$ cat src/rtl/seg_history_pkg.sv
// Shared types and constants for the seg_history display block:
// blink FSM states, the blank pattern and the active-low segment table.
package seg_history_pkg;

  typedef enum logic [1:0] {
    ST_IDLE = 2'd0,
    ST_ON   = 2'd1,
    ST_OFF  = 2'd2
  } blink_state_e;

  localparam logic [6:0] SEG_BLANK = 7'h7F;

  // Packed table, element 0 is the rightmost entry; patterns are {g,f,e,d,c,b,a}, active low.
  localparam logic [15:0][6:0] SEG_TABLE = {
    7'h0E, 7'h06, 7'h21, 7'h46, 7'h03, 7'h08, 7'h10, 7'h00,
    7'h78, 7'h02, 7'h12, 7'h19, 7'h30, 7'h24, 7'h79, 7'h40
  };

endpackage

$ cat src/rtl/seg_history_if.sv
// Bus between the observed stage and the seg_history display block:
// the watched nibble in, four digit patterns plus status out.
interface seg_history_if;

  logic [3:0] data_in;
  logic [6:0] hex0;
  logic [6:0] hex1;
  logic [6:0] hex2;
  logic [6:0] hex3;
  logic       busy;
  logic [7:0] upd_cnt;

  modport master (
    output data_in,
    input  hex0, hex1, hex2, hex3, busy, upd_cnt
  );

  modport slave (
    input  data_in,
    output hex0, hex1, hex2, hex3, busy, upd_cnt
  );

endinterface

$ cat src/rtl/seg_history_hex_to_seg.sv
// Combinational 4-bit value to 7-segment active-low pattern decoder.
module hex_to_seg
  import seg_history_pkg::*;
(
  input  logic [3:0] val_i,
  output logic [6:0] seg_o
);

  assign seg_o = SEG_TABLE[val_i];

endmodule

$ cat src/rtl/seg_history.sv
// Keeps the last four distinct values seen on data_in, shows them on four
// seven-segment digits and blinks the newest digit after every change.
module seg_history
  import seg_history_pkg::*;
#(
  parameter int BLINK_HALF = 25_000_000,
  parameter int BLINKS     = 3
) (
  input  logic          clk,
  input  logic          rst,
  seg_history_if.slave  bus
);

  localparam int              CNT_W     = (BLINK_HALF > 1) ? $clog2(BLINK_HALF) : 1;
  localparam logic [CNT_W-1:0] CNT_LAST = CNT_W'(BLINK_HALF - 1);
  localparam logic [3:0]      LEFT_INIT = 4'(BLINKS);

  logic [3:0][3:0]  hist_q, hist_d;
  logic [3:0]       valid_q, valid_d;
  logic [7:0]       upd_cnt_q, upd_cnt_d;
  blink_state_e     state_q, state_d;
  logic [CNT_W-1:0] cnt_q, cnt_d;
  logic [3:0]       left_q, left_d;
  logic             update_s;
  logic [3:0][6:0]  seg_s;

  assign update_s = !valid_q[0] || (bus.data_in != hist_q[0]);

  // History shift register and update counter next state.
  always_comb begin
    hist_d    = hist_q;
    valid_d   = valid_q;
    upd_cnt_d = upd_cnt_q;
    if (update_s) begin
      hist_d    = {hist_q[2:0], bus.data_in};
      valid_d   = {valid_q[2:0], 1'b1};
      upd_cnt_d = upd_cnt_q + 8'd1;
    end else begin
      hist_d    = hist_q;
      valid_d   = valid_q;
      upd_cnt_d = upd_cnt_q;
    end
  end

  // Blink FSM next state: any update restarts the full ON/OFF sequence.
  always_comb begin
    state_d = state_q;
    cnt_d   = cnt_q;
    left_d  = left_q;
    if (update_s) begin
      state_d = ST_ON;
      cnt_d   = '0;
      left_d  = LEFT_INIT;
    end else begin
      case (state_q)
        ST_ON: begin
          if (cnt_q == CNT_LAST) begin
            state_d = ST_OFF;
            cnt_d   = '0;
          end else begin
            cnt_d = cnt_q + CNT_W'(1);
          end
        end
        ST_OFF: begin
          if (cnt_q == CNT_LAST) begin
            cnt_d   = '0;
            left_d  = left_q - 4'd1;
            state_d = (left_q == 4'd1) ? ST_IDLE : ST_ON;
          end else begin
            cnt_d = cnt_q + CNT_W'(1);
          end
        end
        ST_IDLE: begin
          state_d = ST_IDLE;
        end
        default: begin
          state_d = ST_IDLE;
          cnt_d   = '0;
          left_d  = 4'd0;
        end
      endcase
    end
  end

  // State registers with synchronous reset; reset overrides a same-edge capture.
  always_ff @(posedge clk) begin
    if (rst) begin
      hist_q    <= '0;
      valid_q   <= 4'd0;
      upd_cnt_q <= 8'd0;
      state_q   <= ST_IDLE;
      cnt_q     <= '0;
      left_q    <= 4'd0;
    end else begin
      hist_q    <= hist_d;
      valid_q   <= valid_d;
      upd_cnt_q <= upd_cnt_d;
      state_q   <= state_d;
      cnt_q     <= cnt_d;
      left_q    <= left_d;
    end
  end

  for (genvar i = 0; i < 4; i++) begin : g_dec
    hex_to_seg u_dec (
      .val_i (hist_q[i]),
      .seg_o (seg_s[i])
    );
  end

  // Only the newest digit blinks; empty history slots stay blank.
  assign bus.hex0    = (valid_q[0] && (state_q != ST_OFF)) ? seg_s[0] : SEG_BLANK;
  assign bus.hex1    = valid_q[1] ? seg_s[1] : SEG_BLANK;
  assign bus.hex2    = valid_q[2] ? seg_s[2] : SEG_BLANK;
  assign bus.hex3    = valid_q[3] ? seg_s[3] : SEG_BLANK;
  assign bus.busy    = (state_q != ST_IDLE);
  assign bus.upd_cnt = upd_cnt_q;

endmodule

$ cat src/flat_wrapper.sv
// flat-port wrapper written by rule: the top's interface ports become plain ports
module seg_history_flat import seg_history_pkg::*;
#(
  parameter int BLINK_HALF = 25_000_000,
  parameter int BLINKS     = 3
)
  (clk, rst, bus_data_in, bus_hex0, bus_hex1, bus_hex2, bus_hex3, bus_busy, bus_upd_cnt);
  seg_history_if bus_i ();
  input  logic clk;
  input  logic rst;
  input wire logic [$bits(bus_i.data_in)-1:0] bus_data_in;
  output wire logic [$bits(bus_i.hex0)-1:0] bus_hex0;
  output wire logic [$bits(bus_i.hex1)-1:0] bus_hex1;
  output wire logic [$bits(bus_i.hex2)-1:0] bus_hex2;
  output wire logic [$bits(bus_i.hex3)-1:0] bus_hex3;
  output wire logic [$bits(bus_i.busy)-1:0] bus_busy;
  output wire logic [$bits(bus_i.upd_cnt)-1:0] bus_upd_cnt;
  assign bus_i.data_in = bus_data_in;
  assign bus_hex0 = bus_i.hex0;
  assign bus_hex1 = bus_i.hex1;
  assign bus_hex2 = bus_i.hex2;
  assign bus_hex3 = bus_i.hex3;
  assign bus_busy = bus_i.busy;
  assign bus_upd_cnt = bus_i.upd_cnt;
  seg_history #(.BLINK_HALF(BLINK_HALF), .BLINKS(BLINKS)) u_core (.clk(clk), .rst(rst), .bus(bus_i));
endmodule
$ cat config.mk
export PLATFORM = sky130hd
export DESIGN_NAME = seg_history_flat
export DESIGN_NICKNAME = d
export VERILOG_FILES = /design/src/rtl/seg_history_pkg.sv /design/src/rtl/seg_history_if.sv /design/src/rtl/seg_history_hex_to_seg.sv /design/src/rtl/seg_history.sv /design/src/flat_wrapper.sv
export SDC_FILE = /design/constraint.sdc
export NUM_CORES = 1
export LEC_CHECK = 0
export BUFFER_PORTS_ARGS = -buffer_cell sky130_fd_sc_hd__clkbuf_2
export CORE_ASPECT_RATIO = 0.5
export CORE_MARGIN = 4
export CORE_UTILIZATION = 58
export DETAILED_ROUTE_END_ITERATION = 7
export PLACE_DENSITY_LB_ADDON = 0.2
export SLEW_MARGIN = 25
export SYNTH_ARGS = -nofsm -noshare
export SYNTH_HDL_FRONTEND = slang
export SYNTH_SLANG_ARGS = --single-unit
$ cat constraint.sdc
create_clock -name clk -period 9.1 [get_ports clk]
set_input_delay 1.82 -clock clk [delete_from_list [all_inputs] [get_ports clk]]
set_output_delay 1.82 -clock clk [all_outputs]
set_load 0.005 [all_outputs]
==> reports/qor.yml <==
status: "finished, final reports clean"
nNetsFinal: 617
rows: 22
grt_first_pass_wirelength_um: 17600
holdBufCountCts: 0
yosys_most_used_dff: "dfxtp_1"
overflow: 0
final_max_slew_viol_count: 0
cts.htree.levels: 3
p_per_area_nw_per_um2: 175
async_flop_share_pct: 0
intPower_uw: 711
drc: 0
tightest_slew_ns: 0.915
synthAdderAreaFrac_pct: 8.24
critPathKind: "in -> reg"
utilization_pct: 69.8
period_share_pct: 46.8
initial_core_util_pct: 62.0
cts-root-buf: "clkbuf_16"
drt-vias-per-instance: 5.67
antenna_found_initial: 0
hold_depth: 2
dr.pass1.iters: 5
seq_area_frac_synth_pct: 37.0
die-area_um2: 9710
ys_types: 65
fin_setup_tns_ns: 0
syn_avg_cell_area_um2: 8.61
cts_tree: "yes"
postPlaceCellArea_um2: 4960
critPathCaptureType: "flip-flop"
syn_to_final_growth_pct: 12.6
drive_above_1_share_pct: 12.5
synth_simple_gate_area_share_pct: 23.6
synth_top_family_by_area: "simple AND/OR/NAND/NOR gates"
synth_nets: 584
grt_max_degree: 46
path_clk_slew_ns: 0.06
track_usage_pct: 21.9
antenna_left: 0
netlist_instances: 547
cts_buffers: 9
synth.mux.area_fraction_pct: 5.69
cts_resized: 0
via_count: 3928
clk_latency_ns: 0.34
comb_power_share_pct: 10.1
num_antenna_cells: 0
final.min_clock_period_ns: 4.26
rsz0062_at_grt: "no"
p_sw_uw: 215
fin_area_um2: 5300
synth_edf_count: 0
die_y_um: 71.7
synth-compound-area-share_pct: 14.0
critPathLaunchType: "primary input"
crit_arrival_ns: 4.50
syn-cell-area_um2: 4710
max-clock-path-buffers: 2
stdcell_count: 693
post_drt_wl_per_cell_um: 14.5
globalplace.congestion: 0.905
max_freq_ghz: 0.235
ir_drop_mv: 0.101
cts_num_sinks: 87
die_w_um: 135
synth_xor_xnor_area_share_pct: 6.88
pwr-share-clk_pct: 45.8
clock_skew_ns: 0.00746
setup_viol: 0
place_inst: 677
p_leak_uw: 0.00208
hold_class: "reg -> reg"
cts_setup_buffers: 0
worstPathRequired_ns: 9.34
io_buffers: 42
whs_ns: 0.497
grt_pass1_vias: 3850
ff2ff_path_depth: 9
p_sw_share_pct: 23.2
slew_headroom_pct: 39.0
totalWireLength_um: 10000
pwr-share-seq_pct: 44.1
hold_viol: 0
path_max_fanout: 24
dp_hpwl_um: 6950
cap_violations: 0
drt_iter0_drc: 296
yosys_warnings: 0
core_area_um2: 7600
ios: 43
synth-seq-cells: 87
-- area by class of cell --
| type | count | area (µm²) |
|---|---|---|
| Inverter | 28 | 105 |
| Fill cell | 643 | 2290 |
| Timing Repair Buffer | 44 | 225 |
| Sequential cell | 87 | 1740 |
| Tap cell | 108 | 135 |
| Clock buffer | 10 | 239 |
| Multi-Input combinational cell | 410 | 2750 |
| Clock inverter | 6 | 108 |
-- flip-flops by register name, indices dropped and copies added, names as in the netlist --
name and count:
u_core.state_q 2, u_core.valid_q 4, u_core.hist_q 16, u_core.cnt_q 25
u_core.g_dec.u_dec.seg_o 28, u_core.left_q 4, u_core.bus.upd_cnt 8
-- final timing paths --
check	from	endpoint	slack (ns)
max	bus_data_in[3]	u_core.g_dec[3].u_dec.seg_o[5]$_DFF_P_	4.84
min	u_core.bus.upd_cnt[1]$_SDFFE_PP0P_	u_core.bus.upd_cnt[1]$_SDFFE_PP0P_	0.50
max reg2reg	u_core.hist_q[2]$_SDFFE_PP0P_	u_core.g_dec[3].u_dec.seg_o[5]$_DFF_P_	6.11
min reg2reg	u_core.bus.upd_cnt[1]$_SDFFE_PP0P_	u_core.bus.upd_cnt[1]$_SDFFE_PP0P_	0.50
-- cell usage after synthesis (8+ instances only) --
master,instances,share of area (%)
dfxtp_1,87,37
nor2_1,55,4.4
nand2_1,44,3.5
a21oi_1,32,3.4
ha_1,31,8.2
inv_1,27,2.2
nand2b_1,25,3.3
xor2_1,23,4.3
mux2i_1,20,4.3
nand3_1,20,2.1
o21ai_0,17,1.8
xnor2_1,14,2.6
clkbuf_1,13,1.0
nand4_1,13,1.7
or3_1,12,1.6
nor2b_1,8,1.1
nor3_1,8,0.85
o22ai_1,8,1.1
-- power groups by stage --
stage	logic (µW)	clock network, µW	registers [µW]
after floorplan	69.7	0	413
after global placement	90.7	0	416
after detailed placement	92.3	0	416
after CTS	93.5	431	408
after global routing	106	447	410
final	93.6	424	408
-- critical path: stages --
cell,delay [ns]
clkbuf_2,0.23
xor2_1,0.33
nor3_2,0.16
nand2_1,0.58
nand2_1,0.15
a21oi_1,0.34
inv_1,0.15
ha_1,0.28
mux2_2,0.27
a21o_1,0.17
-- layer usage --
layer  global-route usage [%]  share of wire (%)  vias up
met4                     7.49                1.7        0
met5                        0                  0        -
li1                         -                  -     1978
met2                     35.9                 47       81
met1                     28.3                 47     1849
met3                     5.89                4.0       20
-- cells in the final DEF, fill, tap and decap left out, drive strengths merged, types with 4 or more instances in the layout --
cell type | Yosys | routed
ha | 31 | 31
xor2 | 23 | 23
nand3 | 20 | 20
nand4 | 13 | 13
nand2b | 25 | 25
and3 | 7 | 7
nor2b | 8 | 8
a21oi | 32 | 32
nor3 | 9 | 9
o22ai | 8 | 8
inv | 27 | 27
o21ai | 17 | 17
xnor2 | 14 | 14
nor2 | 55 | 55
o31ai | 5 | 5
clkbuf | 17 | 52
dfxtp | 87 | 87
a211oi | 4 | 4
a31oi | 6 | 6
nand2 | 44 | 44
mux2i | 20 | 20
mux2 | 4 | 4
or3 | 12 | 12
-- stage by stage --
stage	worst slack, ns	power (µW)
after floorplan	4.83	482
after global placement	4.60	507
after detailed placement	4.51	509
after CTS	4.85	932
after global routing	4.51	963
final	4.84	925
-- kinds of logic (layout without fill, tap and decap cells) --
group | count (synthesis) | count (layout)
simple gates | 215 | 215
compound gates | 102 | 102
flops | 87 | 87
fa+ha+maj | 31 | 31
mux | 25 | 25
buf+inv | 50 | 88
xor+xnor | 37 | 37
Note: power is estimated with default switching activity, not from simulation.
